## config.mk

```make
export PLATFORM = sky130hd
export DESIGN_NAME = board_timer_bank_flat
export DESIGN_NICKNAME = d
export VERILOG_FILES = /design/src/rtl/board_timer_pkg.sv /design/src/rtl/board_timer_bank_if.sv /design/src/rtl/board_timer_ch.sv /design/src/rtl/board_timer_bank.sv /design/src/flat_wrapper.sv
export SDC_FILE = /design/constraint.sdc
export NUM_CORES = 1
export LEC_CHECK = 0
export BUFFER_PORTS_ARGS = -buffer_cell sky130_fd_sc_hd__buf_4
export CORE_MARGIN = 4
export CORE_UTILIZATION = 60
export CTS_BUF_LIST = sky130_fd_sc_hd__clkbuf_16
export CTS_CLUSTER_DIAMETER = 60
export CTS_CLUSTER_SIZE = 14
export DETAILED_ROUTE_END_ITERATION = 8
export PLACE_DENSITY = 0.81
export SYNTH_ARGS = -nofsm -noshare
export SYNTH_HDL_FRONTEND = slang
export SYNTH_SLANG_ARGS = --single-unit
export TNS_END_PERCENT = 20
```

## constraint.sdc

```tcl
create_clock -name clk -period 3.35 [get_ports clk]
set_input_delay 0.1675 -clock clk [delete_from_list [all_inputs] [get_ports clk]]
set_output_delay 0.1675 -clock clk [all_outputs]
set_load 0.005 [all_outputs]
```

## src/rtl/board_timer_pkg.sv

```systemverilog
// Shared constants and helpers for the board timer bank.
package board_timer_pkg;

  localparam int unsigned N_CH_DEF  = 9;
  localparam int unsigned WIDTH_DEF = 28;
  // The last channel is reserved for round/game timing.
  localparam int unsigned ROUND_CH  = N_CH_DEF - 1;

  // Index width for an encoded channel number; never narrower than one bit.
  function automatic int unsigned idx_width(int unsigned n);
    return (n > 1) ? $clog2(n) : 1;
  endfunction

endpackage

```

## src/rtl/board_timer_bank_if.sv

```systemverilog
// Control and status bundle between the board FSM and the timer bank.
interface board_timer_bank_if
  import board_timer_pkg::*;
#(
  parameter int unsigned N_CH  = N_CH_DEF,
  parameter int unsigned WIDTH = WIDTH_DEF,
  parameter int unsigned IDX_W = idx_width(N_CH)
) ();

  logic                  tick_en;
  logic [N_CH-1:0]       load;
  logic [N_CH*WIDTH-1:0] loadval;
  logic [N_CH-1:0]       auto_reload;
  logic [N_CH-1:0]       cancel;
  logic [N_CH-1:0]       active;
  logic [N_CH-1:0]       expired;
  logic                  expired_any;
  logic [IDX_W-1:0]      expired_idx;

  modport master (
    output tick_en, load, loadval, auto_reload, cancel,
    input  active, expired, expired_any, expired_idx
  );

  modport slave (
    input  tick_en, load, loadval, auto_reload, cancel,
    output active, expired, expired_any, expired_idx
  );

endinterface

```

## src/rtl/board_timer_ch.sv

```systemverilog
// One countdown channel: counter, reload value, mode and running flag.
// fire is the combinational expiry decision for the coming edge.
module board_timer_ch
  import board_timer_pkg::*;
#(
  parameter int unsigned WIDTH = WIDTH_DEF
) (
  input  logic             clk,
  input  logic             rst_n,
  input  logic             tick_en,
  input  logic             load,
  input  logic [WIDTH-1:0] loadval,
  input  logic             auto_reload,
  input  logic             cancel,
  output logic             active,
  output logic             fire
);

  logic [WIDTH-1:0] cnt_q, cnt_d;
  logic [WIDTH-1:0] reload_q, reload_d;
  logic             mode_q, mode_d;
  logic             active_q, active_d;

  // Cancel and load both pre-empt an expiry on the same edge.
  assign fire   = active_q & tick_en & (cnt_q == '0) & ~cancel & ~load;
  assign active = active_q;

  // Next-state: cancel > load > expiry > decrement > hold.
  always_comb begin
    cnt_d    = cnt_q;
    reload_d = reload_q;
    mode_d   = mode_q;
    active_d = active_q;
    if (cancel) begin
      active_d = 1'b0;
      cnt_d    = '0;
    end else if (load) begin
      cnt_d    = loadval;
      reload_d = loadval;
      mode_d   = auto_reload;
      active_d = 1'b1;
    end else if (fire) begin
      if (mode_q) begin
        cnt_d = reload_q;
      end else begin
        active_d = 1'b0;
      end
    end else if (active_q && tick_en) begin
      // Zero is always caught as expiry above, so this never wraps.
      cnt_d = cnt_q - WIDTH'(1);
    end
  end

  // Channel state registers.
  always_ff @(posedge clk or negedge rst_n) begin
    if (!rst_n) begin
      cnt_q    <= '0;
      reload_q <= '0;
      mode_q   <= 1'b0;
      active_q <= 1'b0;
    end else begin
      cnt_q    <= cnt_d;
      reload_q <= reload_d;
      mode_q   <= mode_d;
      active_q <= active_d;
    end
  end

endmodule

```

## src/rtl/board_timer_bank.sv

```systemverilog
// Bank of independent countdown channels with registered expiry pulses
// and a lowest-index encoder for the board FSM.
module board_timer_bank
  import board_timer_pkg::*;
#(
  parameter int unsigned N_CH  = N_CH_DEF,
  parameter int unsigned WIDTH = WIDTH_DEF,
  parameter int unsigned IDX_W = idx_width(N_CH)
) (
  input logic               clk,
  input logic               rst_n,
  board_timer_bank_if.slave bus
);

  logic [N_CH-1:0]  fire;
  logic [N_CH-1:0]  active_w;
  logic [IDX_W-1:0] idx_d;
  logic [N_CH-1:0]  expired_q;
  logic             any_q;
  logic [IDX_W-1:0] idx_q;

  for (genvar i = 0; i < N_CH; i++) begin : g_ch
    board_timer_ch #(
      .WIDTH (WIDTH)
    ) u_ch (
      .clk         (clk),
      .rst_n       (rst_n),
      .tick_en     (bus.tick_en),
      .load        (bus.load[i]),
      .loadval     (bus.loadval[i*WIDTH +: WIDTH]),
      .auto_reload (bus.auto_reload[i]),
      .cancel      (bus.cancel[i]),
      .active      (active_w[i]),
      .fire        (fire[i])
    );
  end

  // Lowest set bit of the fire vector wins; descending scan lets it overwrite last.
  always_comb begin
    idx_d = '0;
    for (int i = int'(N_CH) - 1; i >= 0; i--) begin
      if (fire[i]) idx_d = IDX_W'(i);
    end
  end

  // Pulse, any and index all register from the same fire vector.
  always_ff @(posedge clk or negedge rst_n) begin
    if (!rst_n) begin
      expired_q <= '0;
      any_q     <= 1'b0;
      idx_q     <= '0;
    end else begin
      expired_q <= fire;
      any_q     <= |fire;
      idx_q     <= idx_d;
    end
  end

  assign bus.active      = active_w;
  assign bus.expired     = expired_q;
  assign bus.expired_any = any_q;
  assign bus.expired_idx = idx_q;

endmodule

```

## src/flat_wrapper.sv

```systemverilog
// flat-port wrapper written by rule: the top's interface ports become plain ports
module board_timer_bank_flat import board_timer_pkg::*;
#(
  parameter int unsigned N_CH  = N_CH_DEF,
  parameter int unsigned WIDTH = WIDTH_DEF,
  parameter int unsigned IDX_W = idx_width(N_CH)
)
  (clk, rst_n, bus_tick_en, bus_load, bus_loadval, bus_auto_reload, bus_cancel, bus_active, bus_expired, bus_expired_any, bus_expired_idx);
  board_timer_bank_if #(.N_CH(N_CH), .WIDTH(WIDTH), .IDX_W(IDX_W)) bus_i ();
  input logic clk;
  input logic rst_n;
  input wire logic [$bits(bus_i.tick_en)-1:0] bus_tick_en;
  input wire logic [$bits(bus_i.load)-1:0] bus_load;
  input wire logic [$bits(bus_i.loadval)-1:0] bus_loadval;
  input wire logic [$bits(bus_i.auto_reload)-1:0] bus_auto_reload;
  input wire logic [$bits(bus_i.cancel)-1:0] bus_cancel;
  output wire logic [$bits(bus_i.active)-1:0] bus_active;
  output wire logic [$bits(bus_i.expired)-1:0] bus_expired;
  output wire logic [$bits(bus_i.expired_any)-1:0] bus_expired_any;
  output wire logic [$bits(bus_i.expired_idx)-1:0] bus_expired_idx;
  assign bus_i.tick_en = bus_tick_en;
  assign bus_i.load = bus_load;
  assign bus_i.loadval = bus_loadval;
  assign bus_i.auto_reload = bus_auto_reload;
  assign bus_i.cancel = bus_cancel;
  assign bus_active = bus_i.active;
  assign bus_expired = bus_i.expired;
  assign bus_expired_any = bus_i.expired_any;
  assign bus_expired_idx = bus_i.expired_idx;
  board_timer_bank #(.N_CH(N_CH), .WIDTH(WIDTH), .IDX_W(IDX_W)) u_core (.clk(clk), .rst_n(rst_n), .bus(bus_i));
endmodule
```

* Word-level counts from Yosys, hierarchy flattened
Cells that the tools add are included.
Word-level totals: register bits after elaboration 536, bits of input ports 282, word-level logic and storage cells 274
Operators by class: $add $sub $neg 9, equal/unequal tests 18, multiplexer cells 90, bitwise operators 54, reduce and logical (&&, ||, !) cells 64
Operator list (number):
- 2-to-1 mux 28 bit | 45
- logical NOT 28 bit | 9
- subtractor 28 x 1 -> 28 bit, second input constant | 9
- AND reduction 2 bit | 27
- AND 1 bit | 36
- 2-to-1 mux 1 bit | 36
- 2-to-1 mux 4 bit | 9
- inequality test 4 x 3 -> 1 bit, second input constant | 9
- nonzero test 4 bit | 9
- inequality test 3 bit, second input constant | 9
- nonzero test 3 bit | 9
- NOT 1 bit | 18
- logical AND 1 bit | 9
- OR reduction 9 bit | 1

* Depth between registers and ports, before layout
depth after elaboration 13, mapped depth 12

* By module
A second synthesis with hierarchy kept.
Second synthesis, totals: cell total of the unflattened synthesis 3798, area, all modules 32150.8 sq um
Modules (own cells, without submodules):
- board_timer_ch at u_core.g_ch[3].u_ch ... | times used 5, cells each 437, area an instance 3713.6 sq um, seq. area each 1451.4 sq um
- board_timer_ch at u_core.g_ch[0].u_ch ... | times used 3, cells each 394, area an instance 3251.9 sq um, seq. area each 1451.4 sq um
- board_timer_ch at u_core.g_ch[8].u_ch | times used 1, cells each 403, area an instance 3380.7 sq um, seq. area each 1451.4 sq um
- board_timer_bank | times used 1, cells each 28, area an instance 446.7 sq um, seq. area each 350.3 sq um

* Worst setup path before layout
No wires, ideal clock.
path type reg-to-reg, start reg u_core.g_ch[1].u_ch.cnt_q[19], end reg u_core.g_ch[1].u_ch.cnt_q[12], library setup time 0.133 ns, arrival 2.671 ns, path slack 0.547 ns, stages on the path, launching flop included 9, period minus slack after synthesis 2.803 ns, cell sequence dfrtp_1 > or4_4 > or4b_1 > buf_2 > or4_4 > buf_6 > buf_6 > o2111ai_1 > o211ai_2
On the way: word-level cells in the longest chain between the ends 7
RTL lines:
- start, declared | RTL line board_timer_ch.sv:19 | logic [WIDTH-1:0] cnt_q, cnt_d;
- start signal, assigned | RTL line board_timer_ch.sv:62 | cnt_q <= cnt_d;
- logical NOT 28 bit * | RTL line board_timer_ch.sv:25 | assign fire = active_q & tick_en & (cnt_q == '0) & ~cancel & ~load;
- AND 1 bit * (3 in series) | RTL line board_timer_ch.sv:25
- 2-to-1 mux 28 bit | RTL line board_timer_ch.sv:42 | end else if (fire) begin
- 2-to-1 mux 28 bit | RTL line board_timer_ch.sv:37 | end else if (load) begin
- 2-to-1 mux 28 bit | RTL line board_timer_ch.sv:34 | if (cancel) begin
Every way passes the cells marked *; elsewhere a longest branch is shown, timed or not. A chain may end at the register's enable or synchronous reset.

* Worst setup path after layout
start reg u_core.g_ch[0].u_ch.cnt_q[13], end reg u_core.g_ch[0].u_ch.active_q
On the way: word-level cells in the longest chain between the ends 6
RTL lines:
- start, declared | RTL line board_timer_ch.sv:19
- start signal, assigned | RTL line board_timer_ch.sv:62
- logical NOT 28 bit | RTL line board_timer_ch.sv:25
- AND 1 bit (3 in series) | RTL line board_timer_ch.sv:25
- nonzero test 3 bit (no line)
- AND reduction 2 bit (no line)
- end signal, assigned | RTL line board_timer_ch.sv:65 | active_q <= active_d;
- end, declared | RTL line board_timer_ch.sv:22 | logic active_q, active_d;
Every way passes these cells.

==> flow_metrics.tcl <==
set metrics [dict create \
    areaGrowthSynthToFinish_pct 25.7 \
    tightest_slew_ns 1.32 \
    tns_ns 0 \
    grt_start_max_net_pins 93 \
    synthTopCellsByArea "dfrtp_1 47%, nand2_1 13%, nor2_1 3.9%" \
    dieHeight_um 227 \
    path_max_fanout 12 \
    synth_top_area_share_pct 46.6 \
    vias 29700 \
    async_reset_ff_share_pct 100 \
    track_usage_pct 34.8 \
    yosysMostFrequentCell "nand2_1" \
    setup_viol 0 \
    synth_top_cell_by_area "dfrtp_1" \
    synth.ff_latch_count 536 \
    status "finished clean" \
    critPathLaunchType "flip-flop" \
    ctsLongestPathBuffers 3 \
    ff2ff_path_depth 7 \
    syn_inst 3522 \
    drv_slew 0 \
    postCtsSetupBuffers 0 \
    nets 4362 \
    synth_top_cells_by_count "1022 x nand2_1, 536 x dfrtp_1, 297 x nor2_1" \
    worstPathCellList "or4_1, nor4_1, nand4b_1, buf_4, o21ai_0, a21oi_1, dlygate4sd3_1" \
    slowest_stage "or4_1" \
    power_density_nw_per_um2 452 \
    clock-sinks 536 \
    timing.final.ws_setup_ns 0.139 \
    syn_area_um2 28800 \
    hold_viol 0 \
    grt_pass1_vias 29000 \
    min_period_over_period_pct 95.9 \
    synth_edf_count 0 \
    dpl_worst_slack_ns 0.293 \
    rsz0062_at_grt "no" \
    synth.distinct_cells 79 \
    drive_gt1_share_pct 12.9 \
    wl_per_cell_um 19.5 \
    grt_pass1_wl_mm 148 \
    die_w_um 227 \
    hp-class "input pin to flip-flop" \
    endpoint_kind "flip-flop" \
    ir_drop_mv 0.400 \
    crit_start "u_core.g_ch[0].u_ch.cnt_q[13]" \
    antenna_found_initial 14 \
    path_clk_slew_ns 0.07 \
    start_util_pct 61.3 \
    cts_tree "yes" \
    syn-num-nets 3821 \
    power.leakage_nw 17.0 \
    grt_overflow 0 \
    hpwl_mm 58.7 \
    period_minus_slack_ns 3.21 \
    fillers 3177 \
    required_ns 3.82 \
    cts_root_buf "clkbuf_16" \
    r2r_end "u_core.g_ch[0].u_ch.active" \
    multi_input_area_um2 14300 \
    max_stage_delay_ns 0.61 \
    clock_latency_ns 0.59 \
    cts_buffers 47 \
    hold-worst-slack_ns 0.0507 \
    die_area_um2 51500 \
    design_area_um2 36200 \
    drt_first_pass_iters 8 \
    finalClockSkew_ns 0.0154 \
    ant_nets 0 \
    place_congestion 0.921 \
    coreArea_um2 47000 \
    avgViaCountPerCell 6.31 \
    drc 0 \
    setup.worst_path.end "u_core.g_ch[0].u_ch.active" \
    fmax_mhz 311 \
    postPlaceCellArea_um2 31800 \
    r2r-start "u_core.g_ch[0].u_ch.cnt_q[13]" \
    r2r_slack_ns 0.14 \
    yosys_warnings 0 \
    num_rows 79 \
    port_buffers 304 \
    avgSynthCellArea_um2 8.17 \
    htreeDepth 2 \
    ys.flop_type "dfrtp_1" \
    ys_seq_area_share_pct 46.6 \
    seq_area_um2 13400 \
    drt_iter0_drc 3152 \
    drt_wl_total_mm 91.7 \
    relSlewSlack_pct 11.8 \
    drv.max_cap_violation_count 0 \
    worstSetupPathType "flip-flop to flip-flop" \
    io_pins 305 \
    worstPathArrival_ns 3.68 \
]
-- power by group --
group	internal, mW	total, mW	switching (mW)
Combinational	1.46	3.29	1.83
Clock	2.76	5.20	2.44
Sequential	7.18	7.86	0.676
-- cells by family (layout without fill, tap and decap cells) --
kind of cell | after synthesis | in the layout | synth area share [%]
mux | 4 | 4 | 0.148
other cells | 0 | 13 | 0
compound gates | 803 | 803 | 18.1
fa+ha+maj | 17 | 17 | 0.739
buf+inv | 267 | 829 | 3.97
simple gates | 1794 | 1794 | 27.4
flops | 536 | 536 | 46.6
xor+xnor | 101 | 101 | 3.07
-- repair_timing --
action	4_1_cts	5_1_grt
setup endpoints to repair	0	4
hold endpoints to repair	575	0
resized for setup	0	4
hold buffers	290	0
-- sequential cells by signal, indices dropped and copies added, names as in the netlist --
name                       flops
u_core.bus.expired             9
u_core.g_ch.u_ch.cnt_q       252
u_core.bus.expired_idx         4
u_core.g_ch.u_ch.reload_q    252
u_core.g_ch.u_ch.active        9
u_core.g_ch.u_ch.mode_q        9
u_core.bus.expired_any         1
-- how the worst min path moves through the flow --
stage / from / endpoint / slack (ns) / cells after the start
floorplan: rst_n / u_core.bus.expired[0] / -0.13 / 0
global placement: rst_n / u_core.g_ch[5].u_ch.reload_q[13] / 0.27 / 1
detailed placement: rst_n / u_core.g_ch[5].u_ch.reload_q[13] / 0.27 / 1
CTS: bus_load[5] / u_core.g_ch[5].u_ch.cnt_q[22] / 0.02 / 3
global route: bus_load[5] / u_core.g_ch[5].u_ch.cnt_q[26] / 0.09 / 3
finish: bus_load[5] / u_core.g_ch[5].u_ch.cnt_q[22] / 0.05 / 3
-- per-stage QoR --
stage | std cells | power, mW | util [%]
after floorplan | 3522 | 9.66 | -
after global placement | 4331 | 10.7 | 67.8
after detailed placement | 4331 | 10.8 | 67.8
after CTS | 4691 | 16.3 | 76.9
after global routing | 4702 | 17.1 | 77.0
final | 4704 | 16.3 | 77.0
-- metal layers --
| metal | share of wire, % | track usage, % | vias up |
|---|---|---|---|
| li1 | - | - | 13400 |
| met1 | 40 | 46.7 | 14100 |
| met5 | 0.037 | 0 | - |
| met2 | 47 | 55.9 | 1711 |
| met3 | 8.7 | 6.28 | 355 |
| met4 | 4.5 | 15.5 | 6 |
-- cell type report --
| class | instances | area share, % |
|---|---|---|
| Clock inverter | 21 | 0.405 |
| Antenna cell | 13 | 0.0900 |
| Sequential cell | 536 | 37.1 |
| Timing Repair Buffer | 699 | 16.8 |
| Inverter | 60 | 0.623 |
| Multi-Input combinational cell | 2719 | 39.5 |
| Clock buffer | 49 | 3.39 |
| Tap cell | 607 | 2.10 |
-- critical path: cells and delay by family (launching register included) --
family	cells	cell delay, ns
DFF	1	0.42
buffers and inverters	2	0.91
and+or+nand+nor	3	1.45
AOI/OAI and AO/OA	2	0.30
-- cell usage in the layout, fill, tap and decap left out, types with 59 or more instances in the layout --
cell,synthesis,final
o21ai_0,197,196
nand2_1,1022,1022
o211ai_1,110,110
nor3_1,125,125
nand3_1,67,67
xnor2_1,59,59
nor2_1,297,288
a31oi_1,134,134
a21oi_1,130,130
dlygate4sd3_1,0,290
nor4_1,62,61
inv_1,57,63
buf_4,12,399
dfrtp_1,536,536
No activity file was read; power rests on OpenSTA's default activity.
